--- src/rtl/fetch_sequencer.sv ---
// Run/halt state machine and program counter for the single-cycle core.
// Tracks RUN-state cycles and retired instructions since the last accepted START.
module fetch_sequencer #(
    parameter int PC_W  = 8,
    parameter int OFF_W = 6,
    parameter int CNT_W = 16
) (
    input  logic             CLK,
    input  logic             RESET,
    input  logic             START,
    input  logic [PC_W-1:0]  START_ADDR,
    input  logic             HALT,
    input  logic             BRANCH,
    input  logic             BR_TAKEN,
    input  logic [OFF_W-1:0] BR_OFFSET,
    input  logic             STALL,
    output logic [PC_W-1:0]  PC,
    output logic             RUN,
    output logic             DONE,
    output logic [CNT_W-1:0] CYCLE_CNT,
    output logic [CNT_W-1:0] INSN_CNT
);

    localparam logic [1:0] S_IDLE = 2'd0;
    localparam logic [1:0] S_RUN  = 2'd1;
    localparam logic [1:0] S_DONE = 2'd2;

    localparam logic [PC_W-1:0]  PC_ONE  = PC_W'(1);
    localparam logic [CNT_W-1:0] CNT_ONE = CNT_W'(1);
    localparam logic [CNT_W-1:0] CNT_MAX = '1;

    logic [1:0]       state_q, state_d;
    logic [PC_W-1:0]  pc_q, pc_d;
    logic [CNT_W-1:0] cyc_q, cyc_d;
    logic [CNT_W-1:0] insn_q, insn_d;
    logic [PC_W-1:0]  br_ext;

    assign br_ext = {{(PC_W-OFF_W){BR_OFFSET[OFF_W-1]}}, BR_OFFSET};

    always_comb begin
        state_d = state_q;
        pc_d    = pc_q;
        cyc_d   = cyc_q;
        insn_d  = insn_q;
        case (state_q)
            S_IDLE, S_DONE: begin
                if (START) begin
                    state_d = S_RUN;
                    pc_d    = START_ADDR;
                    cyc_d   = '0;
                    insn_d  = '0;
                end
            end
            S_RUN: begin
                cyc_d = (cyc_q == CNT_MAX) ? cyc_q : cyc_q + CNT_ONE;
                // Strobes are only looked at once STALL is known low.
                if (!STALL) begin
                    insn_d = (insn_q == CNT_MAX) ? insn_q : insn_q + CNT_ONE;
                    if (HALT) begin
                        state_d = S_DONE;
                    end else if (BRANCH && BR_TAKEN) begin
                        pc_d = pc_q + br_ext;
                    end else begin
                        pc_d = pc_q + PC_ONE;
                    end
                end
            end
            default: state_d = S_IDLE;
        endcase
    end

    always_ff @(posedge CLK or posedge RESET) begin
        if (RESET) begin
            state_q <= S_IDLE;
            pc_q    <= '0;
            cyc_q   <= '0;
            insn_q  <= '0;
        end else begin
            state_q <= state_d;
            pc_q    <= pc_d;
            cyc_q   <= cyc_d;
            insn_q  <= insn_d;
        end
    end

    assign PC        = pc_q;
    assign RUN       = (state_q == S_RUN);
    assign DONE      = (state_q == S_DONE);
    assign CYCLE_CNT = cyc_q;
    assign INSN_CNT  = insn_q;

endmodule

--- config.mk ---
export PLATFORM = sky130hd
export DESIGN_NAME = fetch_sequencer
export DESIGN_NICKNAME = d
export VERILOG_FILES = /design/src/rtl/fetch_sequencer.sv
export SDC_FILE = /design/constraint.sdc
export NUM_CORES = 1
export LEC_CHECK = 0
export CAP_MARGIN = 20
export CORE_UTILIZATION = 50
export DETAILED_ROUTE_END_ITERATION = 6
export PLACE_DENSITY = 0.81
export SYNTH_ARGS = -nofsm -noshare
export SYNTH_HDL_FRONTEND = slang
export SYNTH_SLANG_ARGS = --single-unit
--- constraint.sdc ---
create_clock -name CLK -period 2.25 [get_ports CLK]
set_input_delay 0.675 -clock CLK [delete_from_list [all_inputs] [get_ports CLK]]
set_output_delay 0.675 -clock CLK [all_outputs]
set_load 0.005 [all_outputs]
==> impl_metrics.ini <==
[critical_path]
crit_slowest_cell = or4_4
worstSetupPathType = in2reg
worstPathArrival_ps = 2610
endpoint_kind = flip-flop
start_kind = primary input
path_buf_inv = 2
rrSetupSlack_ps = 80
reg2reg_to = PC[6]$_DFFE_PP0P_
cp_max_fo = 2
reg2reg_depth = 8
cp.required_ps = 2490
path_cells = buf_6 -> nand3b_1 -> ha_2 -> inv_2 -> fa_2 -> nor2b_4 -> o31a_1 -> or4_4 -> a2111o_1 -> nand3_1
cpLargestDelayFamily = simple AND/OR/NAND/NOR gates
r2r_start = PC[0]$_DFFE_PP0P_
crit_path_max_incr_delay_ps = 490

[global_route]
antenna_found_initial = 0
overflow = 0
grt_start_max_net_pins = 43
grt_first_pass_wirelength_um = 11460
grt.total_usage_pct = 27.81
grt_pass1_vias = 2502

[status]
violations = negative setup slack
status = finished with violations

[sta]
slew_viol_final = 0
tns_ps = -124.2
worst_slew_pin_slew_ps = 484.0
max_freq_mhz = 421.2
fin_skew_ps = 10.27
setup_ws_ps = -124.2
period_share_pct = 105.5
rsz0062_at_grt = true
final-hold-violation-count = 0
fin_crit_ps = 2374
relSlewSlack_pct = 67.59
setup_violations = 1
finalHoldWorstSlack_ps = 510.7

[synthesis]
ys_ff_latch = 42
yosysSeqAreaShare_pct = 41.40
yosys_warnings = 0
synth_edf_count = 0
ys_types = 54
synth_area_sq_um = 2539
syn_avg_cell_area_sq_um = 9.198
syn-num-nets = 305
yosys_most_used_dff = dfrtp_1
syn_inst = 276
ys_async_sr_fraction_pct = 100.0

[detailed_routing]
routed_wl_um = 7204
vias_per_cell = 5.943
first_pass_iters = 5
drt_first_iter_violations = 191
routedWlPerCell_um = 16.49
vias = 2597
route.detailed.drc = 0
detail-route-antenna-nets = 0

[floorplan]
ios = 63
row_count = 25
initial_core_util_pct = 52.70
die_h_um = 73.26
core_sq_um = 4817
die_area_sq_um = 5366
die_width_um = 73.26

[final_layout]
area_growth_pct = 47.86
finalNetCount = 398
drive_gt1_share_pct = 20.27
layout.cells.non_filler = 437
final_core_util_pct = 77.92
n_antenna_cell = 0

[worst_hold_path]
min_path_type = reg2reg
holdPathEnd = CYCLE_CNT[8]$_DFFE_PP0P_
whs_path_depth = 1
min-delay-start = CYCLE_CNT[8]$_DFFE_PP0P_

[clocking]
cts_tree = yes
clockRootBuffer = clkbuf_8
htree_levels = 2
clk_path_buf_depth = 2
clock_sinks = 42
insertion_delay_ps = 300
cts_buffers = 5
hold_buffers = 0
cts.reportedPaths.clkPinSlew_ps = 90

[power]
p_leak_uw = 0.001576
power.density_nw_per_um2 = 805.6
irDropWorstVdd_mv = 0.6473

[placed_design]
dpl.hpwl_um = 4954
placed_cells = 423
place.gp.congestion = 0.8410
io_buffer_count = 62
dp_slack_ps = -823.1

[run]
drv_cap = 0
how the worst max path moves through the flow:
stage	from	endpoint	slack, ps	cells after the start
after global routing	BR_OFFSET[0]	PC[6]$_DFFE_PP0P_	-210	10
after detailed placement	BRANCH	PC[6]$_DFFE_PP0P_	-820	10
after floorplan	BR_OFFSET[0]	PC[6]$_DFFE_PP0P_	-200	9
after global placement	BRANCH	PC[6]$_DFFE_PP0P_	-730	10
final	BR_OFFSET[0]	PC[6]$_DFFE_PP0P_	-120	10
after CTS	BR_OFFSET[0]	PC[6]$_DFFE_PP0P_	-200	10
cell usage after synthesis, types with 4 or more instances:
library cell	instances	area share, %
ha_1	7	3.4
or3_1	4	0.99
nor2_1	20	3.0
and3_1	14	3.4
nand2_1	18	2.7
nand4_1	9	2.2
nand3_1	18	3.5
and2_1	4	0.99
a21oi_1	19	3.7
mux2i_1	4	1.6
nor2b_1	4	0.99
clkbuf_1	8	1.2
a21o_1	4	1.2
or4_1	4	1.2
xnor2_1	5	1.7
o2111ai_1	4	1.4
dfrtp_1	42	41
nor3_1	6	1.2
xor2_1	7	2.4
inv_1	10	1.5
a211oi_1	5	1.5
o21ai_0	17	3.4
report_power, final:
part	internal [uW]	switching [uW]
Sequential	879	192
Clock	333	270
Combinational	712	637
Total	1920	1100
kinds of logic (layout without fill, tap and decap cells):
family | count (synthesis) | count (layout) | share of synthesized area (%)
flip-flops | 42 | 42 | 41.40
adder cells (fa/ha/maj) | 8 | 8 | 4.238
XOR/XNOR | 12 | 12 | 4.140
buffers and inverters | 19 | 113 | 2.908
AO/OA/AOI/OAI | 73 | 73 | 18.93
AND/OR/NAND/NOR | 116 | 116 | 25.92
multiplexers | 6 | 6 | 2.464
layout by cell type (no fill, tap or decap), types with 5 or more instances in the layout:
master           instances
inv_1                    9
nand2_1                 18
a21oi_1                 18
buf_4                   29
dfrtp_1                 42
xnor2_1                  5
nor2_1                  20
nand4_1                  9
clkbuf_8                 5
nand3_1                 15
and3_1                  11
xor2_1                   7
o21ai_0                 17
nor3_1                   6
clkdlybuf4s50_1         55
metrics by stage:
step,total power (uW),instance area [sq um]
5_1_grt,3191,3754
2_1_floorplan,1636,2570
3_5_place_dp,2244,3465
6_report,3024,3754
3_3_place_gp,2200,3465
4_1_cts,2932,3662
repair_timing:
| action | in CTS | in global routing |
|---|---|---|
| buffers inserted | 4 | 2 |
| gates resized for setup | 34 | 13 |
| endpoints found under the setup margin | 7 | 16 |
| pin swaps | 15 | 11 |
registers in the layout, indices dropped and copies added, names as in the netlist:
signal and flops:
CYCLE_CNT 16, state_q 2, PC 8, INSN_CNT 16
metal layers:
metal / GRT usage [%] / vias to the layer above / wire length, um
met5: 0 / - / 0
met4: 9.150 / 0 / 127
met3: 4.801 / 13 / 322
met2: 47.84 / 87 / 3693
met1: 35.47 / 1271 / 3061
li1: - / 1226 / -
layout make-up:
class | instances | area [sq um]
Clock buffer | 5 | 68.82
Clock inverter | 3 | 43.79
Fill cell | 339 | 1064
Inverter | 11 | 53.80
Multi-Input combinational cell | 215 | 1570
Sequential cell | 42 | 1051
Tap cell | 67 | 83.83
Timing Repair Buffer | 94 | 882.1
No activity file was read; power rests on OpenSTA's default activity.
